File: config.mk
export PLATFORM = sky130hd
export DESIGN_NAME = ecap5_dwbspi_seq
export DESIGN_NICKNAME = d
export VERILOG_FILES = /design/src/rtl/ecap5_dwbspi_pkg.sv /design/src/rtl/ecap5_dwbspi_seq_wbm.sv /design/src/rtl/ecap5_dwbspi_seq.sv
export SDC_FILE = /design/constraint.sdc
export NUM_CORES = 1
export LEC_CHECK = 0
export CAP_MARGIN = 40
export CORE_UTILIZATION = 35
export DETAILED_ROUTE_END_ITERATION = 8
export PLACE_DENSITY = 0.75
export SETUP_SLACK_MARGIN = 0.2
export SYNTH_ARGS = -nofsm -noshare
export SYNTH_HDL_FRONTEND = slang
export SYNTH_SLANG_ARGS = --single-unit
File: constraint.sdc
create_clock -name clk_i -period 2.1 [get_ports clk_i]
set_clock_uncertainty 0.1 [all_clocks]
set_input_delay 0.21 -clock clk_i [delete_from_list [all_inputs] [get_ports clk_i]]
set_output_delay 0.21 -clock clk_i [all_outputs]
set_load 0.05 [all_outputs]
File: src/rtl/ecap5_dwbspi_pkg.sv
// Shared register map, bit positions and sequencer state type for the
// ecap5_dwbspi Wishbone SPI sequencer.
package ecap5_dwbspi_pkg;

  localparam logic [1:0] SPI_SR   = 2'd0;
  localparam logic [1:0] SPI_CR   = 2'd1;
  localparam logic [1:0] SPI_RXDR = 2'd2;
  localparam logic [1:0] SPI_TXDR = 2'd3;

  localparam int SR_TXE       = 0;
  localparam int CR_CS        = 0;
  localparam int CR_PRESC_LSB = 16;

  typedef enum logic [2:0] {
    S_IDLE,
    S_CSEL,
    S_WAIT_TX,
    S_WR_TX,
    S_POLL,
    S_RD_RX,
    S_PUSH_RX,
    S_CDESEL
  } seq_state_t;

  // Registers sit on consecutive 32-bit words above the block base.
  function automatic logic [31:0] regAddr(input logic [31:0] base, input logic [1:0] idx);
    return base + {28'd0, idx, 2'b00};
  endfunction

  function automatic logic [31:0] crValue(input logic [15:0] prescaler, input logic cs);
    logic [31:0] value;
    value                        = '0;
    value[CR_PRESC_LSB +: 16]    = prescaler;
    value[CR_CS]                 = cs;
    return value;
  endfunction

endpackage

File: src/rtl/ecap5_dwbspi_seq_wbm.sv
// Single-access pipelined Wishbone master: one request in flight, done_o
// pulses in the cycle the access is acknowledged.
module ecap5_dwbspi_seq_wbm (
  input  logic        clk_i,
  input  logic        rst_i,
  input  logic        req_i,
  input  logic        we_i,
  input  logic [31:0] addr_i,
  input  logic [31:0] wdata_i,
  output logic        done_o,
  output logic        busy_o,
  output logic [31:0] rdata_o,
  output logic [31:0] wb_adr_o,
  output logic [31:0] wb_dat_o,
  input  logic [31:0] wb_dat_i,
  output logic        wb_we_o,
  output logic [3:0]  wb_sel_o,
  output logic        wb_stb_o,
  input  logic        wb_ack_i,
  output logic        wb_cyc_o,
  input  logic        wb_stall_i
);

  logic        cyc_q;
  logic        stb_q;
  logic        we_q;
  logic [31:0] adr_q;
  logic [31:0] dat_q;
  logic        ackTaken;

  // An ack only counts once the strobe has been accepted (or is accepted now).
  assign ackTaken = cyc_q && wb_ack_i && (!stb_q || !wb_stall_i);

  always_ff @(posedge clk_i or posedge rst_i) begin
    if (rst_i) begin
      cyc_q <= 1'b0;
      stb_q <= 1'b0;
      we_q  <= 1'b0;
      adr_q <= '0;
      dat_q <= '0;
    end else if (!cyc_q) begin
      if (req_i) begin
        cyc_q <= 1'b1;
        stb_q <= 1'b1;
        we_q  <= we_i;
        adr_q <= addr_i;
        dat_q <= we_i ? wdata_i : '0;
      end
    end else if (ackTaken) begin
      cyc_q <= 1'b0;
      stb_q <= 1'b0;
      we_q  <= 1'b0;
      adr_q <= '0;
      dat_q <= '0;
    end else if (stb_q && !wb_stall_i) begin
      stb_q <= 1'b0;
    end
  end

  assign done_o   = ackTaken;
  assign busy_o   = cyc_q;
  assign rdata_o  = wb_dat_i;
  assign wb_cyc_o = cyc_q;
  assign wb_stb_o = stb_q;
  assign wb_we_o  = we_q;
  assign wb_adr_o = adr_q;
  assign wb_dat_o = dat_q;
  assign wb_sel_o = 4'hF;

endmodule

File: src/rtl/ecap5_dwbspi_seq.sv
// Runs multi-byte SPI transfers through the ecap5_dwbspi register block:
// chip select, per-byte TXDR/SR/RXDR exchange, chip deselect.
module ecap5_dwbspi_seq
  import ecap5_dwbspi_pkg::*;
#(
  parameter logic [31:0] SPI_BASE  = 32'h0000_0000,
  parameter logic [15:0] PRESCALER = 16'd4
) (
  input  logic        clk_i,
  input  logic        rst_i,
  input  logic        cmd_valid_i,
  output logic        cmd_ready_o,
  input  logic [7:0]  cmd_len_i,
  input  logic        tx_valid_i,
  output logic        tx_ready_o,
  input  logic [7:0]  tx_data_i,
  output logic        rx_valid_o,
  input  logic        rx_ready_i,
  output logic [7:0]  rx_data_o,
  output logic        busy_o,
  output logic        done_o,
  output logic [31:0] wb_adr_o,
  output logic [31:0] wb_dat_o,
  input  logic [31:0] wb_dat_i,
  output logic        wb_we_o,
  output logic [3:0]  wb_sel_o,
  output logic        wb_stb_o,
  input  logic        wb_ack_i,
  output logic        wb_cyc_o,
  input  logic        wb_stall_i
);

  seq_state_t  state_q;
  logic [8:0]  remaining_q;
  logic [7:0]  txByte_q;
  logic [7:0]  rxByte_q;
  logic        cmdReady_q;
  logic        txReady_q;
  logic        rxValid_q;
  logic        busy_q;

  logic        wbReq;
  logic        wbWe;
  logic [31:0] wbAddr;
  logic [31:0] wbWdata;
  logic        wbDone;
  logic        wbBusy;
  logic [31:0] wbRdata;
  logic        unusedRdata;

  // A new access is requested as soon as the master is free in a bus state;
  // POLL therefore reissues the SR read on the cycle after a not-ready ack.
  always_comb begin
    wbReq   = 1'b0;
    wbWe    = 1'b0;
    wbAddr  = '0;
    wbWdata = '0;
    unique case (state_q)
      S_CSEL: begin
        wbReq   = !wbBusy;
        wbWe    = 1'b1;
        wbAddr  = regAddr(SPI_BASE, SPI_CR);
        wbWdata = crValue(PRESCALER, 1'b1);
      end
      S_WR_TX: begin
        wbReq   = !wbBusy;
        wbWe    = 1'b1;
        wbAddr  = regAddr(SPI_BASE, SPI_TXDR);
        wbWdata = {24'd0, txByte_q};
      end
      S_POLL: begin
        wbReq  = !wbBusy;
        wbAddr = regAddr(SPI_BASE, SPI_SR);
      end
      S_RD_RX: begin
        wbReq  = !wbBusy;
        wbAddr = regAddr(SPI_BASE, SPI_RXDR);
      end
      S_CDESEL: begin
        wbReq   = !wbBusy;
        wbWe    = 1'b1;
        wbAddr  = regAddr(SPI_BASE, SPI_CR);
        wbWdata = crValue(PRESCALER, 1'b0);
      end
      default: ;
    endcase
  end

  // Handshake outputs are registered and updated together with the state.
  always_ff @(posedge clk_i or posedge rst_i) begin
    if (rst_i) begin
      state_q     <= S_IDLE;
      remaining_q <= '0;
      txByte_q    <= '0;
      rxByte_q    <= '0;
      cmdReady_q  <= 1'b0;
      txReady_q   <= 1'b0;
      rxValid_q   <= 1'b0;
      busy_q      <= 1'b0;
    end else begin
      unique case (state_q)
        S_IDLE: begin
          if (cmd_valid_i && cmdReady_q) begin
            remaining_q <= (cmd_len_i == 8'd0) ? 9'd256 : {1'b0, cmd_len_i};
            state_q     <= S_CSEL;
            cmdReady_q  <= 1'b0;
            busy_q      <= 1'b1;
          end else begin
            cmdReady_q  <= 1'b1;
          end
        end
        S_CSEL: begin
          if (wbDone) begin
            state_q   <= S_WAIT_TX;
            txReady_q <= 1'b1;
          end
        end
        S_WAIT_TX: begin
          if (tx_valid_i) begin
            txByte_q  <= tx_data_i;
            state_q   <= S_WR_TX;
            txReady_q <= 1'b0;
          end
        end
        S_WR_TX: begin
          if (wbDone) state_q <= S_POLL;
        end
        S_POLL: begin
          if (wbDone && wbRdata[SR_TXE]) state_q <= S_RD_RX;
        end
        S_RD_RX: begin
          if (wbDone) begin
            rxByte_q  <= wbRdata[7:0];
            state_q   <= S_PUSH_RX;
            rxValid_q <= 1'b1;
          end
        end
        S_PUSH_RX: begin
          if (rx_ready_i) begin
            remaining_q <= remaining_q - 9'd1;
            rxValid_q   <= 1'b0;
            if (remaining_q == 9'd1) begin
              state_q   <= S_CDESEL;
            end else begin
              state_q   <= S_WAIT_TX;
              txReady_q <= 1'b1;
            end
          end
        end
        S_CDESEL: begin
          if (wbDone) begin
            state_q    <= S_IDLE;
            busy_q     <= 1'b0;
            cmdReady_q <= 1'b1;
          end
        end
        default: state_q <= S_IDLE;
      endcase
    end
  end

  ecap5_dwbspi_seq_wbm u_wbm (
    .clk_i      (clk_i),
    .rst_i      (rst_i),
    .req_i      (wbReq),
    .we_i       (wbWe),
    .addr_i     (wbAddr),
    .wdata_i    (wbWdata),
    .done_o     (wbDone),
    .busy_o     (wbBusy),
    .rdata_o    (wbRdata),
    .wb_adr_o   (wb_adr_o),
    .wb_dat_o   (wb_dat_o),
    .wb_dat_i   (wb_dat_i),
    .wb_we_o    (wb_we_o),
    .wb_sel_o   (wb_sel_o),
    .wb_stb_o   (wb_stb_o),
    .wb_ack_i   (wb_ack_i),
    .wb_cyc_o   (wb_cyc_o),
    .wb_stall_i (wb_stall_i)
  );

  assign unusedRdata = ^wbRdata[31:8];

  assign cmd_ready_o = cmdReady_q;
  assign tx_ready_o  = txReady_q;
  assign rx_valid_o  = rxValid_q;
  assign rx_data_o   = rxByte_q;
  assign busy_o      = busy_q;
  assign done_o      = (state_q == S_CDESEL) && wbDone;

endmodule

==> flow_summary.yaml, run 1 <==
status:
  status: "completed"
timing:
  period_share: 0.9332
  max_clock_freq_mhz: 510.3
  worst_pin_slew_ns: 0.5385
  slew_headroom: 0.6405
  min_period_ns: 1.960
  rsz0062_at_grt: "true"
  hold_violations: 0
  setup_tns_ns: 0
  slew_violations: 0
  finalSetupViolations: 0
worst_setup_path:
  cp.required_ns: 2.19
  critical_path_arrival_ns: 2.05
  criticalPathCategory: "flip-flop to flip-flop"
  endpoint_kind: "flip-flop"
  rr_startpoint: "state_q[0]"
  worst-r2r-cell-count: 5
  cp_cell_sequence: "inv_2 > ha_4 > a211o_1 > a222oi_1 > mux2_1"
  r2r_end: "state_q[1]"
  startpoint_type: "flip-flop"
  cpPeakStageDelay_ns: 0.40
  crit_path_max_fanout: 8
  r2r_slack_ns: 0.14
  crit_family: "compound AO/OA/AOI/OAI gates"
  cp_slowest_cell: "dfrtp_1"
  critPathBufInv: 1
placement:
  dp_hpwl_mm: 4.025
  globalplace.congestion: 0.8276
  port-buffer-count: 57
  dpl_cell_area_um2: 3182
clocking:
  clk_pin_slew_ns: 0.10
  cts-root-buf: "clkbuf_8"
  cts_tree: "done"
  cts_buffer_depth: 2
  cts_sinks: 45
  clkLatencyLatePin_ns: 0.31
  h-tree-depth: 2
  cts_buffers: 5
min_path:
  hp-class: "input port to asynchronous set/reset pin"
run:
  drv_cap: 0
yosys:
  synth_edf_count: 0
  synth_top_cell_by_area: "dfrtp_1"
  yosys_warnings: 0
  yosysSeqAreaShare: 0.4239
  synthFlopType: "dfrtp_1"
  synth_cells: 263
  avgSynthCellArea_um2: 10.10
  yosys.area.top_type_share: 0.4239
  yosys-top-cells-area: "dfrtp_1 (42%), buf_4 (16%), mux2_2 (5.1%)"
  ys_seq_elements: 45
  synth_cell_types: 52
  synth_area_um2: 2656
  synthArstFlopShare: 1.000
die:
  chipHeight_um: 89.12
  ios: 139
  core_region_area_um2: 7292
  rows: 31
  die_x_um: 89.12
  die-area_um2: 7941
  start_util: 0.3643
global_route:
  track_usage: 0.1501
  grt_pass1_wl_mm: 9.114
  antenna_found_initial: 0
  overflow: 0
  grt_pass1_vias: 1895
  grt_max_degree: 28
route:
  vias: 2029
  ant_nets: 0
  drt_iter0_drc: 49
  drc: 0
  first_pass_iters: 4
  wirelength_mm: 5.573
  vias_per_cell: 4.708
  wl_per_cell_um: 12.93
finish:
  fin_area_um2: 3403
  syn_to_final_growth_pct: 28.12
  seqCellArea_um2: 1127
  mostFrequentLayoutCells: "conb_1 (57), clkdlybuf4s50_1 (54), dfrtp_1 (44), buf_4 (16), a21oi_1 (14)"
  final_core_util: 0.4667
  n_fill_cell: 692
  multi_input_area_um2: 1270
  fin_nets: 392
  layout-drive-gt1-share: 0.1747
  antenna_cells: 0
  layout_commonest_cell: "conb_1"
pwr:
  leakage_nw: 1.564
  pwr_density_cell_nw_per_um2: 1607
  vdd_drop_max_uv: 783.3
cell type report:
type / count / share of cell area
Timing Repair Buffer: 75 / 0.2140
Inverter: 10 / 0.01103
Sequential cell: 45 / 0.3313
Tap cell: 99 / 0.03640
Multi-Input combinational cell: 194 / 0.3732
Clock buffer: 5 / 0.02022
Clock inverter: 3 / 0.01397
cell families after synthesis:
logic type | after synthesis | synth area share
AO/OA/AOI/OAI | 62 | 0.1616
adder cells (fa/ha/maj) | 6 | 0.02826
buffers and inverters | 79 | 0.1964
flip-flops | 45 | 0.4239
multiplexers | 20 | 0.08337
other | 2 | 0.002827
AND/OR/NAND/NOR | 49 | 0.1036
through the flow:
stage	power, mW	worst slack [ns]	hold WS, ns	std cells
after floorplan	3.824	0.09324	0.2417	318
after global placement	4.532	-0.008529	0.3666	417
after detailed placement	4.614	-0.04029	0.3745	417
after CTS	5.412	0.1745	0.1747	428
after global routing	5.791	0.07250	0.2223	431
final	5.469	0.1403	0.1531	431
where the power goes:
part | internal (mW) | total (mW) | leakage [nW] | switching (mW)
clock | 0.363 | 0.692 | 0.0591 | 0.328
sequential | 1.28 | 1.60 | 0.551 | 0.327
combinational | 1.23 | 3.17 | 0.954 | 1.95
total | 2.87 | 5.47 | 1.56 | 2.60
worst max-delay path by stage:
| stage | startpoint | endpoint | slack [ns] | cells past startpoint |
|---|---|---|---|---|
| floorplan | state_q[0] | state_q[1] | 0.09 | 5 |
| global placement | state_q[0] | u_wbm.wb_dat_o[4] | -0.009 | 6 |
| detailed placement | state_q[0] | u_wbm.wb_dat_o[2] | -0.04 | 6 |
| CTS | state_q[0] | state_q[1] | 0.17 | 4 |
| global route | state_q[0] | state_q[1] | 0.07 | 5 |
| finish | state_q[0] | state_q[1] | 0.14 | 5 |
state kept, by name, summed over array words and instances (netlist names):
signal,flops
busy_o,1
u_wbm.wb_dat_o,9
txByte_q,8
u_wbm.wb_stb_o,1
remaining_q,9
u_wbm.wb_we_o,1
tx_ready_o,1
state_q,3
u_wbm.wb_adr_o,1
u_wbm.busy_o,1
rx_data_o,8
cmd_ready_o,1
rx_valid_o,1
per-layer routing:
metal  GRT usage  vias to the layer above  share of wire
li1            -                      942              -
met1      0.1807                     1000           0.41
met2      0.2616                       81           0.52
met3     0.03693                        6          0.051
met4     0.05195                        0          0.014
met5           0                        -              0
synthesized netlist by cell type, types with 2 or more instances:
cell        n
o2bb2ai_1   3
nor3_1      2
nor2_1     12
a21o_1      3
clkbuf_1    4
mux2_2     12
or3_1       2
o22a_1      2
a22o_1      8
nand2b_1    3
nand2_1     8
inv_1      10
nand3_1     4
and4b_1     2
a21oi_1    15
a31oi_1     3
mux2i_1     3
nor4_1      2
ha_1        6
o21ai_0    11
and2_1      2
buf_2       6
nor2b_1     3
and3_1      2
buf_4      58
dfrtp_1    45
mux2_1      5
a211oi_1    2
conb_1      2
timing repair:
item	CTS	global route
hold buffers	0	0
cloned	0	1
pin swaps	1	0
setup endpoints to repair	16	20
resized for setup	6	9
buffers inserted	3	2
Power figures use the tool's default switching activity.
==> run 2, diff against run 1 <==
CTS_BUF_LIST = sky130_fd_sc_hd__clkbuf_4   (was default)
==> run 2 against run 1 <==
  * Worst hold slack got worse by 0.082 ns
  * Sequential share of layout area grew 0.42 points
  * First-iteration DRC count is 12% higher
  * Flip-flop and latch count unchanged
  * Die area unchanged
  * Via count up 0.59%
  * Maximum frequency down 0.31%
  * Global-route usage decreased by 0.17 points
  * Final cell count unchanged
  * Clock power down 18%
  * Final area decreased by 1.1%
  * Clock-buffer cell count stayed put
==> flow_summary.yaml, run 2 (same netlist as run 1, synthesis figures left out) <==
clocking:
  h-tree-depth: 2
  cts_buffer_depth: 2
  clk_pin_slew_ns: 0.15
  cts-root-buf: "clkbuf_4"
  cts_tree: "done"
  cts_sinks: 45
  clkLatencyLatePin_ns: 0.38
  postCtsHoldBufs: 0
  cts_buffers: 5
route:
  wirelength_mm: 5.444
  vias_per_cell: 4.735
  drc: 0
  wl_per_cell_um: 12.63
  first_pass_iters: 4
  vias: 2041
  ant_nets: 0
  drt_iter0_drc: 55
pwr:
  pwr_density_cell_nw_per_um2: 1554
  share_comb_of_total_power: 0.587
  seqPwrFrac: 0.304
  vdd_drop_max_uv: 752.7
  power_mw: 5.228
  p_int_mw: 2.665
  swShare: 0.4902
  clock_power_share: 0.109
  power_switching_mw: 2.563
  leakage_nw: 1.705
timing:
  min_period_ns: 1.966
  setup_ws_ns: 0.1342
  slew_violations: 0
  period_share: 0.9361
  setup_tns_ns: 0
  slew_headroom: 0.6396
  worst_pin_slew_ns: 0.5399
  max_clock_freq_mhz: 508.7
  hold_ws_ns: 0.07154
  rsz0062_at_grt: "true"
  finalSetupViolations: 0
  hold_violations: 0
global_route:
  grt_pass1_wl_mm: 9.011
  track_usage: 0.1483
  grt_max_degree: 28
  antenna_found_initial: 0
  grt_pass1_vias: 1903
  overflow: 0
finish:
  layout-drive-gt1-share: 0.1717
  final_core_util: 0.4614
  fin_area_um2: 3364
  final_cells: 431
  layout_commonest_cell: "conb_1"
  multi_input_area_um2: 1262
  syn_to_final_growth_pct: 26.66
  mostFrequentLayoutCells: "conb_1 (57), dfrtp_1 (43), clkdlybuf4s50_1 (32), buf_4 (18), a21oi_1 (15)"
  n_fill_cell: 708
  seqCellArea_um2: 1129
  antenna_cells: 0
  fin_nets: 392
worst_setup_path:
  criticalPathCategory: "flip-flop to flip-flop"
  endpoint_kind: "flip-flop"
  cp.required_ns: 2.26
  startpoint_type: "flip-flop"
  crit_path_max_fanout: 9
  critical_path_arrival_ns: 2.13
die:
  die_x_um: 89.12
  core_region_area_um2: 7292
  ios: 139
  rows: 31
  die-area_um2: 7941
  chipHeight_um: 89.12
  start_util: 0.3643
min_path:
  hp-class: "input port to asynchronous set/reset pin"
status:
  status: "completed"
placement:
  dpl_cell_area_um2: 3182
  dp_slack_ns: -0.04029
  port-buffer-count: 57
  dp_hpwl_mm: 4.025
  placed_cells: 417
  globalplace.congestion: 0.8276
run:
  drv_cap: 0
==> run 2: cell types whose count changed in the layout (fill, tap and decap cells not counted), sizes merged <==
cell           previous run  this run
buf                      18        19
clkdlybuf4s15             1         0
dlygate4sd2               0        13
dlymetal6s2s              2        11
clkdlybuf4s50            54        32
==> run 2: final cells by class <==
cell class              count  area share
inverters                  10     0.01116
flip-flops and latches     45      0.3354
clock buffers               5     0.01116
repair buffers             75      0.2161
well taps                  99     0.03682
clock inverters             3     0.01413
multi-input cells         194      0.3752
==> run 2: power groups by stage <==
stage | Combinational [mW] | Clock [mW] | Sequential [mW]
detailed placement | 3.00 | 0 | 1.61
CTS | 3.05 | 0.595 | 1.59
floorplan | 1.51 | 0 | 2.31
finish | 3.07 | 0.569 | 1.59
global placement | 2.94 | 0 | 1.59
global route | 3.29 | 0.618 | 1.65
==> run 2: path summary, 6_finish.rpt <==
kind	slack [ns]	cells after the start	startpoint	to
max	0.13	4	state_q[0]	state_q[1]
min in group clk_i	0.32	2	wb_dat_i[7]	rx_data_o[7]
min reg2reg	0.40	1	busy_o	busy_o
max in group asynchronous	1.26	3	rst_i	state_q[2]
min	0.07	2	rst_i	txByte_q[7]
max reg2reg	0.13	4	state_q[0]	state_q[1]
==> run 2: what timing repair did <==
item / 4_1_cts / 5_1_grt
pin swaps: 1 / 0
buffers inserted: 4 / 2
resized for setup: 22 / 14
endpoints found under the setup margin: 28 / 27
==> run 2: critical path, stage by stage (launching register included) <==
cell and delay [ns]:
dfrtp_1 0.43, ha_2 0.27, a211o_1 0.30, a222oi_1 0.40, mux2_1 0.36
==> run 2: routing by layer <==
| layer | wire [um] | global-route usage |
|---|---|---|
| met5 | 0 | 0 |
| met2 | 2795 | 0.2568 |
| met1 | 2279 | 0.1790 |
| met3 | 299 | 0.03693 |
| met4 | 69 | 0.05339 |
==> run 3, diff against run 2 <==
ABC_AREA = 1   (was default)
CORE_ASPECT_RATIO = 1.75   (was default)
PLACE_DENSITY = 0.74   (was 0.75)
==> run 3 against run 2 <==
  * Core utilization decreased by 2.6 points
  * Critical path depth fell by 3
  * Area after synthesis rose by 5.5%
==> flow_summary.yaml, run 3 <==
die:
  ios: 139
  chipHeight_um: 120.4
  rows: 42
  die-area_um2: 8384
  core_region_area_um2: 7672
  die_x_um: 69.65
  start_util: 0.3653
pwr:
  pwr_density_cell_nw_per_um2: 1563
  clock_power_share: 0.110
  power_switching_mw: 2.796
  swShare: 0.5352
  p_int_mw: 2.428
  seqPwrFrac: 0.300
  power_mw: 5.223
  leakage_nw: 1.831
  share_comb_of_total_power: 0.590
  vdd_drop_max_uv: 488.2
worst_setup_path:
  cpPeakStageDelay_ns: 0.80
  r2r_end: "remaining_q[7]"
  critPathBufInv: 1
  cp_cell_sequence: "clkdlybuf4s50_1"
  startpoint_type: "flip-flop"
  cp.required_ns: 1.79
  endpoint_kind: "output pin"
  crit_family: "buffers and inverters"
  rr_startpoint: "state_q[0]"
  worst-r2r-cell-count: 9
  cp_slowest_cell: "clkdlybuf4s50_1"
  critical_path_arrival_ns: 1.54
  criticalPathCategory: "flip-flop to output pin"
  crit_path_max_fanout: 2
  r2r_slack_ns: 0.34
route:
  ant_nets: 0
  vias: 2294
  drc: 0
  wl_per_cell_um: 11.58
  vias_per_cell: 4.552
  wirelength_mm: 5.836
  drt_iter0_drc: 73
  first_pass_iters: 4
finish:
  syn_to_final_growth_pct: 19.24
  fin_nets: 475
  n_fill_cell: 788
  layout-drive-gt1-share: 0.09398
  layout_commonest_cell: "nand2_1"
  mostFrequentLayoutCells: "nand2_1 (86), conb_1 (57), dfrtp_1 (44), nor2_1 (33), clkdlybuf4s50_1 (32)"
yosys:
  synth_cells: 356
  synthArstFlopShare: 1.000
  avgSynthCellArea_um2: 7.873
  synth_top_cell_by_area: "dfrtp_1"
  synthFlopType: "dfrtp_1"
  synth_common_cells: "nand2_1 (87), buf_4 (59), dfrtp_1 (45)"
  synth_cell_types: 31
  synth_area_um2: 2803
  yosysSeqAreaShare: 0.4018
  synth.most_common_cell: "nand2_1"
  yosys_warnings: 0
  synth_edf_count: 0
  ys_seq_elements: 45
  yosys-top-cells-area: "dfrtp_1 (40%), buf_4 (16%), nand2_1 (12%)"
  yosys.area.top_type_share: 0.4018
global_route:
  grt_pass1_wl_mm: 9.508
  grt_pass1_vias: 2140
  track_usage: 0.1434
  antenna_found_initial: 1
  overflow: 0
  grt_max_degree: 46
run:
  drv_cap: 0
placement:
  globalplace.congestion: 0.8191
  port-buffer-count: 57
  dp_hpwl_mm: 4.533
timing:
  rsz0062_at_grt: "true"
  slew_headroom: 0.6429
  min_period_ns: 1.852
  finalSetupViolations: 0
  slew_violations: 0
  setup_tns_ns: 0
  max_clock_freq_mhz: 540.1
  worst_pin_slew_ns: 0.5378
  period_share: 0.8817
  hold_violations: 0
clocking:
  cts-root-buf: "clkbuf_4"
  cts_sinks: 45
  clk_pin_slew_ns: 0.15
  h-tree-depth: 2
  cts_tree: "done"
  cts_buffer_depth: 2
  cts_buffers: 5
  postCtsHoldBufs: 0
  clkLatencyLatePin_ns: 0.39
status:
  status: "completed"
min_path:
  hp-class: "input port to asynchronous set/reset pin"
run 3: cell types whose count changed after synthesis, sizes merged, moves of 6 or more:
cell   change
mux2      -12
nand3     +28
a21oi      -6
nor2      +25
inv       +21
nand2     +81
o21ai     +13
a22o       -8
run 3: worst max-delay path by stage:
| stage | startpoint | endpoint | slack, ns | cells past startpoint |
|---|---|---|---|---|
| floorplan | u_wbm.busy_o | done_o | 0.24 | 3 |
| global placement | state_q[0] | remaining_q[6] | 0.28 | 9 |
| detailed placement | state_q[0] | remaining_q[7] | 0.24 | 9 |
| CTS | busy_o | busy_o | 0.20 | 1 |
| global route | state_q[1] | done_o | 0.18 | 4 |
| finish | rx_data_o[7] | rx_data_o[7] | 0.25 | 1 |
run 3: cell families (layout without fill, tap and decap cells):
kind of cell               after synthesis  count (layout)  synth area share
and+or+nand+nor                        166             166            0.2603
muxes                                    5               5           0.02545
buffers and inverters                   95              99            0.2134
DFF                                     45              45            0.4018
adders and majority gates                6               6           0.02679
other                                    2              58          0.002680
AOI/OAI and AO/OA                       37              37           0.06964
run 3: timing repair:
item | in CTS | in global routing
buffers inserted | 0 | 0
pin swaps | 0 | 0
setup endpoints to repair | 20 | 16
gates resized for setup | 20 | 7
run 3: stage by stage:
| step | util | area (um2) | hold slack, ns | setup WS [ns] | cells |
|---|---|---|---|---|---|
| 3_3_place_gp | 0.4253 | 3263 | 0.3571 | 0.2786 | 495 |
| 6_report | 0.4356 | 3342 | 0.04742 | 0.2484 | 504 |
| 3_5_place_dp | 0.4253 | 3263 | 0.3624 | 0.2372 | 495 |
| 5_1_grt | 0.4356 | 3342 | 0.06094 | 0.1789 | 504 |
| 2_1_floorplan | - | 3017 | 0.2268 | 0.2444 | 411 |
| 4_1_cts | 0.4331 | 3323 | 0.02909 | 0.2007 | 503 |
run 3: power by group through the flow:
stage / clock network, mW / registers [mW] / logic [mW]
after floorplan: 0 / 2.30 / 1.72
after global placement: 0 / 1.57 / 3.15
after detailed placement: 0 / 1.60 / 3.21
after CTS: 0.599 / 1.57 / 3.09
after global routing: 0.622 / 1.62 / 3.37
final: 0.574 / 1.57 / 3.08
run 3: cell type report:
class | count | area (um2) | area share
inverters | 31 | 118.9 | 0.03557
well taps | 88 | 110.1 | 0.03295
diodes | 1 | 2.502 | 0.0007488
clock buffers | 5 | 37.54 | 0.01123
repair buffers | 60 | 600.6 | 0.1797
multi-input cells | 271 | 1297 | 0.3882
clock inverters | 3 | 47.55 | 0.01423
flip-flops and latches | 45 | 1127 | 0.3373
run 3: routing by layer:
metal	up-vias	global-route usage	share of wire
li1	1138	-	-
met1	1059	0.1473	0.38
met2	85	0.2725	0.55
met3	12	0.02000	0.043
met4	0	0.08125	0.031
met5	-	0	0
